$ cat config.mk
export PLATFORM = sky130hd
export DESIGN_NAME = shift_deserializer
export DESIGN_NICKNAME = d
export VERILOG_FILES = /design/src/rtl/shift_deserializer.sv
export SDC_FILE = /design/constraint.sdc
export NUM_CORES = 1
export LEC_CHECK = 0
export BUFFER_PORTS_ARGS = -buffer_cell sky130_fd_sc_hd__buf_4
export CELL_PAD_IN_SITES_DETAIL_PLACEMENT = 1
export CELL_PAD_IN_SITES_GLOBAL_PLACEMENT = 2
export CORE_MARGIN = 5
export CORE_UTILIZATION = 25
export DETAILED_ROUTE_END_ITERATION = 16
export PLACE_DENSITY_LB_ADDON = 0.1
export SETUP_SLACK_MARGIN = 0.15
export SYNTH_ARGS = -nofsm -noshare
export SYNTH_HDL_FRONTEND = slang
export SYNTH_SLANG_ARGS = --single-unit
$ cat constraint.sdc
create_clock -name clk -period 2.4 [get_ports clk]
set_clock_uncertainty 0.1 [all_clocks]
set_input_delay 0.24 -clock clk [delete_from_list [all_inputs] [get_ports clk]]
set_output_delay 0.24 -clock clk [all_outputs]
set_load 0.1 [all_outputs]
$ cat src/rtl/shift_deserializer.sv
// Serial-to-parallel deserializer with selectable bit order, one-word output buffer and sticky overrun.
// Define SHIFT_DESER_PARITY_EN to expect a trailing even-parity bit after each data word.
module shift_deserializer #(
   parameter int WIDTH = 4
) (
   input  logic             clk,
   input  logic             rst,
   input  logic             direction,
   input  logic             sin,
   input  logic             sin_valid,
   input  logic             clear,
   input  logic             q_ready,
   output logic [WIDTH-1:0] q,
   output logic             q_valid,
   output logic             busy,
   output logic             overrun,
   output logic             parity_err
);

   localparam int CW = $clog2(WIDTH + 1);

`ifdef SHIFT_DESER_PARITY_EN
   typedef enum logic [1:0] {IDLE, SHIFT, PARITY} state_t;
`else
   typedef enum logic [1:0] {IDLE, SHIFT} state_t;
`endif

   state_t           state_q;
   logic [CW-1:0]    cnt_q;
   logic [WIDTH-1:0] shreg_q;
   logic             dir_q;
   logic [WIDTH-1:0] word_q;
   logic             q_valid_q;
   logic             busy_q;
   logic             overrun_q;
   logic             parity_err_q;

   logic             dir_d;
   logic [WIDTH-1:0] shift_d;
   logic             last_data;
   logic             done;
   logic             accept;
   logic [WIDTH-1:0] word_d;
   logic             perr_d;

   always_comb begin
      // The first bit of a word uses the live direction input; later bits use the latched copy.
      dir_d     = (state_q == IDLE) ? direction : dir_q;
      shift_d   = dir_d ? {shreg_q[WIDTH-2:0], sin} : {sin, shreg_q[WIDTH-1:1]};
      last_data = (state_q == SHIFT) && (cnt_q == CW'(WIDTH - 1));
      accept    = !q_valid_q || q_ready;
`ifdef SHIFT_DESER_PARITY_EN
      done      = sin_valid && !clear && (state_q == PARITY);
      word_d    = shreg_q;
      perr_d    = (^shreg_q) ^ sin;
`else
      done      = sin_valid && !clear && last_data;
      word_d    = shift_d;
      perr_d    = 1'b0;
`endif
   end

   always_ff @(posedge clk or posedge rst) begin
      if (rst) begin
         state_q      <= IDLE;
         cnt_q        <= '0;
         shreg_q      <= '0;
         dir_q        <= 1'b0;
         word_q       <= '0;
         q_valid_q    <= 1'b0;
         busy_q       <= 1'b0;
         overrun_q    <= 1'b0;
         parity_err_q <= 1'b0;
      end else begin
         if (done) begin
            if (accept) begin
               word_q       <= word_d;
               q_valid_q    <= 1'b1;
               parity_err_q <= perr_d;
            end else begin
               overrun_q    <= 1'b1;
            end
         end else if (q_valid_q && q_ready) begin
            q_valid_q <= 1'b0;
         end

         if (clear) begin
            state_q <= IDLE;
            cnt_q   <= '0;
            shreg_q <= '0;
            busy_q  <= 1'b0;
         end else if (sin_valid) begin
            case (state_q)
               IDLE: begin
                  dir_q   <= direction;
                  shreg_q <= shift_d;
                  cnt_q   <= CW'(1);
                  state_q <= SHIFT;
                  busy_q  <= 1'b1;
               end
               SHIFT: begin
                  shreg_q <= shift_d;
                  if (last_data) begin
`ifdef SHIFT_DESER_PARITY_EN
                     cnt_q   <= cnt_q + CW'(1);
                     state_q <= PARITY;
`else
                     cnt_q   <= '0;
                     state_q <= IDLE;
                     busy_q  <= 1'b0;
`endif
                  end else begin
                     cnt_q <= cnt_q + CW'(1);
                  end
               end
`ifdef SHIFT_DESER_PARITY_EN
               PARITY: begin
                  cnt_q   <= '0;
                  state_q <= IDLE;
                  busy_q  <= 1'b0;
               end
`endif
               default: begin
                  cnt_q   <= '0;
                  state_q <= IDLE;
                  busy_q  <= 1'b0;
               end
            endcase
         end
      end
   end

   assign q          = word_q;
   assign q_valid    = q_valid_q;
   assign busy       = busy_q;
   assign overrun    = overrun_q;
   assign parity_err = parity_err_q;

endmodule

[Word level (Yosys, flattened, before mapping)]
Cells that the tools add are included.
Word-level totals
  flip-flop bits (word level): 17
  bits of input ports: 7
  output and inout bits: 8
  logic and storage cells: 53
Operators by class
  add/sub/neg operators: 1
  eq/ne operators: 4
  multiplexer cells: 20
  bitwise gates (word level): 2
  reduce and logical (&&, ||, !) cells: 18
Operator list (count)
  4-bit 2-to-1 mux: 4
  2-bit AND reduction: 6
  3-bit 2-to-1 mux: 3
  1-bit 2-to-1 mux: 7
  2-bit 2-to-1 mux: 3
  3-bit case mux with 2 select lines: 1
  2-bit nonzero test: 3
  1-bit logical AND: 4
  2-bit case mux with 2 select lines: 1
  3-bit by 1-bit adder with 3-bit output (second input constant): 1
  3-bit by 2-bit == test with 1-bit output (second input constant): 1
  3-bit != test (second input constant): 1
  2-bit by 1-bit == test with 1-bit output (second input constant): 1
  1-bit zero test: 2
  2-bit zero test: 1
  2-bit by 1-bit != test with 1-bit output (second input constant): 1
  1-bit inverter: 2
  1-bit case mux with 2 select lines: 1
  2-bit OR reduction: 1
  1-bit logical OR: 1

[Depth between registers and ports, before layout]
  depth after elaboration: 6
  mapped depth: 4
  gate-level depth less buffers: 4

[Worst setup path before layout]
Ideal clock, no wire load.
  path kind: register to register
  start: reg, netlist name busy
  end: reg word_q[0], in the netlist q[0]
  setup time: 0.126 ns
  arrival time: 2.029 ns
  required time: 2.174 ns
  setup slack: 0.145 ns
  stages on the path, launching flop included: 5
  path buffers: 1
  clock period less this slack: 2.255 ns
  cells stage by stage: dfrtp_1 > buf_6 > mux2i_4 > mux2_4 > mux2_2
RTL lines
  to (signal assigned): line 77  | word_q <= word_d;
  to (decl): line 32  | logic [WIDTH-1:0] word_q;

==> flow_summary_export.csv <==
group,metric,value,unit
status,status,"finished clean",
routing,first_iter_violations,13,
clock_network,htreeDepth,1,
layout,area_growth,20.1,%
power_and_ir_drop,peakVddDrop,0.288,mV
critical_path,worstPathRequired,2.49,ns
placement,hpwl,1160,um
floorplan,dieArea,4120,um^2
timing,clock.fmax,0.597,GHz
timing,finalSetupTns,0,ns
grt,met2_usage,12.7,%
yosys,yosys-top-cells-area,"dfrtp_1 51%, mux2_4 8.2%, mux2_2 6.1%",
critical_path,crit_path_start_kind,"register",
timing,hold_violations,0,
clock_network,clockBufferDepth,2,
layout,diodes,0,
critical_path,cp_max_fo,9,
clock_network,cts-resized-gates,0,
layout,nNetsFinal,88,
power_and_ir_drop,leakagePower,0.447,nW
clock_network,cts_root_buffer,"clkbuf_4",
yosys,syn-cell-area,734,um^2
grt,top_usage_layer,"met2",
yosys,yosysMostFrequentCell,"dfrtp_1",
timing,rsz0062_at_grt,"false",
critical_path,cp_top_family,"multiplexers",
flow_run,drv_cap,0,
placement,place_congestion,0.675,
placement,io_buffers,13,
clock_network,clock_sinks,15,
grt,grt_pass1_wl,2640,um
routing,viasPerCell,4.62,
critical_path,path_buf_inv,0,
grt,antenna_found_initial,0,
grt,grtUsageMet1,10.5,%
floorplan,chipWidth,64.2,um
timing,fin_crit,1.67,ns
yosys,postSynthCellCount,65,
routing,ant_nets,0,
timing,setup_violations,0,
layout,final_area,882,um^2
power_and_ir_drop,p_int,366,uW
yosys,synthTopCellsByCount,"15 x dfrtp_1, 10 x nor2_1, 4 x mux2_2, 4 x mux2_4, 4 x o21a_1",
placement,placed_area,845,um^2
floorplan,die_h,64.2,um
yosys,synth_area_leader_cell,"dfrtp_1",
yosys,synth_edf_count,0,
critical_path,cp.arrival,1.76,ns
critical_path,max_stage_delay,0.48,ns
power_and_ir_drop,powerDensity,597,nW/um^2
floorplan,rows,19,
floorplan,io_pins,15,
clock_network,cts.clk_slew.worst_paths,0.10,ns
critical_path,cp-end-kind,"register",
timing,drv_slew,0,
yosys,ys_types,24,
grt,grt_max_degree,16,
power_and_ir_drop,combPwrFrac,18.8,%
clock_network,cts_tree,"built",
yosys,synth-main-ff-cell,"dfrtp_1",
clock_network,cts_buffers,3,
critical_path,critical_path_class,"register to register",
critical_path,path_cells,"mux2i_4 -> mux2_4 -> mux2_2",
power_and_ir_drop,p_seq_share,52.5,%
power_and_ir_drop,clockPowerShare,28.7,%
power_and_ir_drop,power.switching,160,uW
grt,grtUsageTotal,8.50,%
clock_network,post_cts_buffers,0,
yosys,synth_area_per_cell,11.3,um^2
routing,wl_per_cell,14.5,um
routing,vias,508,
timing,slew_headroom,59.3,%
yosys,ys_async_sr_fraction,100,%
worst_hold_path,hp-class,"input pin to register",
grt,grt_pass1_vias,561,
routing,wirelength,1600,um
routing,drc,0,
timing,period_share,69.7,%
grt,grt_use_met3,3.85,%
floorplan,start_util,26.4,%
critical_path,cpMaxStageDelayCell,"dfrtp_2",
yosys,ys_ff_latch,15,
routing,dr.pass1.iters,2,
layout,layout-drive-gt1-share,34.2,%
yosys,synth_warnings,0,
timing,worst_pin_slew,0.610,ns
yosys,netlist.area_leader.share,51.1,%
grt,grt-ovfl-total,0,
clock_network,worst_skew_pair.late_latency,0.29,ns
yosys,ys_seq_area_share,51.1,%
yosys,syn_nets,73,
floorplan,core-area,2780,um^2
power_and_ir_drop,switching_share,30.5,%
final cells by class:
class,count,area [um^2]
clock buffer,3,22.5
timing repair buffer,14,108
multi-input combinational,43,320
clock inverter,1,5.00
inverter,3,11.3
sequential,15,377
tap,31,38.8
fill,315,1900
state kept, by name, summed over array words and instances, names as in the netlist:
register  cells
busy          1
overrun       1
dir_q         1
shreg_q       4
q_valid       1
q             4
cnt_q         3
path summary, 6_finish.rpt:
path | from | end | slack (ns) | cells after the start
max | busy | q[0] | 0.73 | 3
min | clear | cnt_q[1] | 0.08 | 2
max reg2reg | busy | q[0] | 0.73 | 3
min reg2reg | overrun | overrun | 0.39 | 1
max in group asynchronous | rst | busy | 1.29 | 3
min in group asynchronous | rst | q[3] | 0.47 | 3
power by group through the flow:
stage | logic (mW) | clock network (mW) | registers [mW]
6_report | 0.0989 | 0.151 | 0.276
5_1_grt | 0.107 | 0.174 | 0.278
4_1_cts | 0.100 | 0.160 | 0.277
3_5_place_dp | 0.0985 | 0 | 0.282
3_3_place_gp | 0.0988 | 0 | 0.281
2_1_floorplan | 0.0629 | 0 | 0.296
cells by family after synthesis:
| family | Yosys count | synth area share [%] |
|---|---|---|
| AO/OA/AOI/OAI | 11 | 10.4 |
| adder cells (fa/ha/maj) | 1 | 1.70 |
| buffers and inverters | 7 | 5.28 |
| flip-flops | 15 | 51.1 |
| multiplexers | 9 | 17.4 |
| other | 1 | 0.511 |
| AND/OR/NAND/NOR | 21 | 13.6 |
worst reg2reg max path: cells and delay by family (launching register included):
kind          cells  cell delay, ns
multiplexers      3            1.00
flip-flops        1            0.48
placed cells by master, fill, tap and decap left out:
| master | netlist | final |
|---|---|---|
| nand4_1 | 2 | 2 |
| clkinv_2 | 0 | 1 |
| dfrtp_1 | 15 | 14 |
| ha_1 | 1 | 1 |
| clkbuf_4 | 0 | 3 |
| nor3_1 | 1 | 1 |
| nand2_1 | 2 | 2 |
| a31oi_1 | 1 | 1 |
| nand2b_1 | 2 | 2 |
| mux2_2 | 4 | 4 |
| conb_1 | 1 | 1 |
| nor2_1 | 10 | 10 |
| dfrtp_2 | 0 | 1 |
| mux2_4 | 4 | 4 |
| o211a_1 | 1 | 1 |
| dlygate4sd3_1 | 0 | 1 |
| inv_1 | 3 | 3 |
| buf_4 | 1 | 13 |
| nor2b_1 | 2 | 2 |
| a21oi_1 | 3 | 3 |
| mux2i_4 | 1 | 1 |
| o21bai_1 | 2 | 2 |
| nor3b_1 | 1 | 1 |
| o21a_1 | 4 | 4 |
| nand3_1 | 1 | 1 |
metrics by stage:
stage               total power [mW]  instances  hold slack, ns  utilization (%)  setup slack, ns
floorplan                      0.358         65          0.0414                -            0.424
global placement               0.380        105           0.260             30.4            0.709
detailed placement             0.380        105           0.256             30.4            0.719
CTS                            0.537        110          0.0746             31.7            0.705
global route                   0.559        110          0.0777             31.7            0.581
finish                         0.526        110          0.0821             31.7            0.726
per-layer routing:
layer	vias to the layer above	part of all wire, %
li1	247	-
met1	244	48
met2	13	44
met3	4	5.9
met4	0	1.8
met5	-	0
what timing repair did:
action / in CTS / in global routing
endpoints found under the setup margin: 0 / 0
hold endpoints to repair: 15 / 0
hold buffers: 1 / 0
Power figures use the tool's default switching activity.
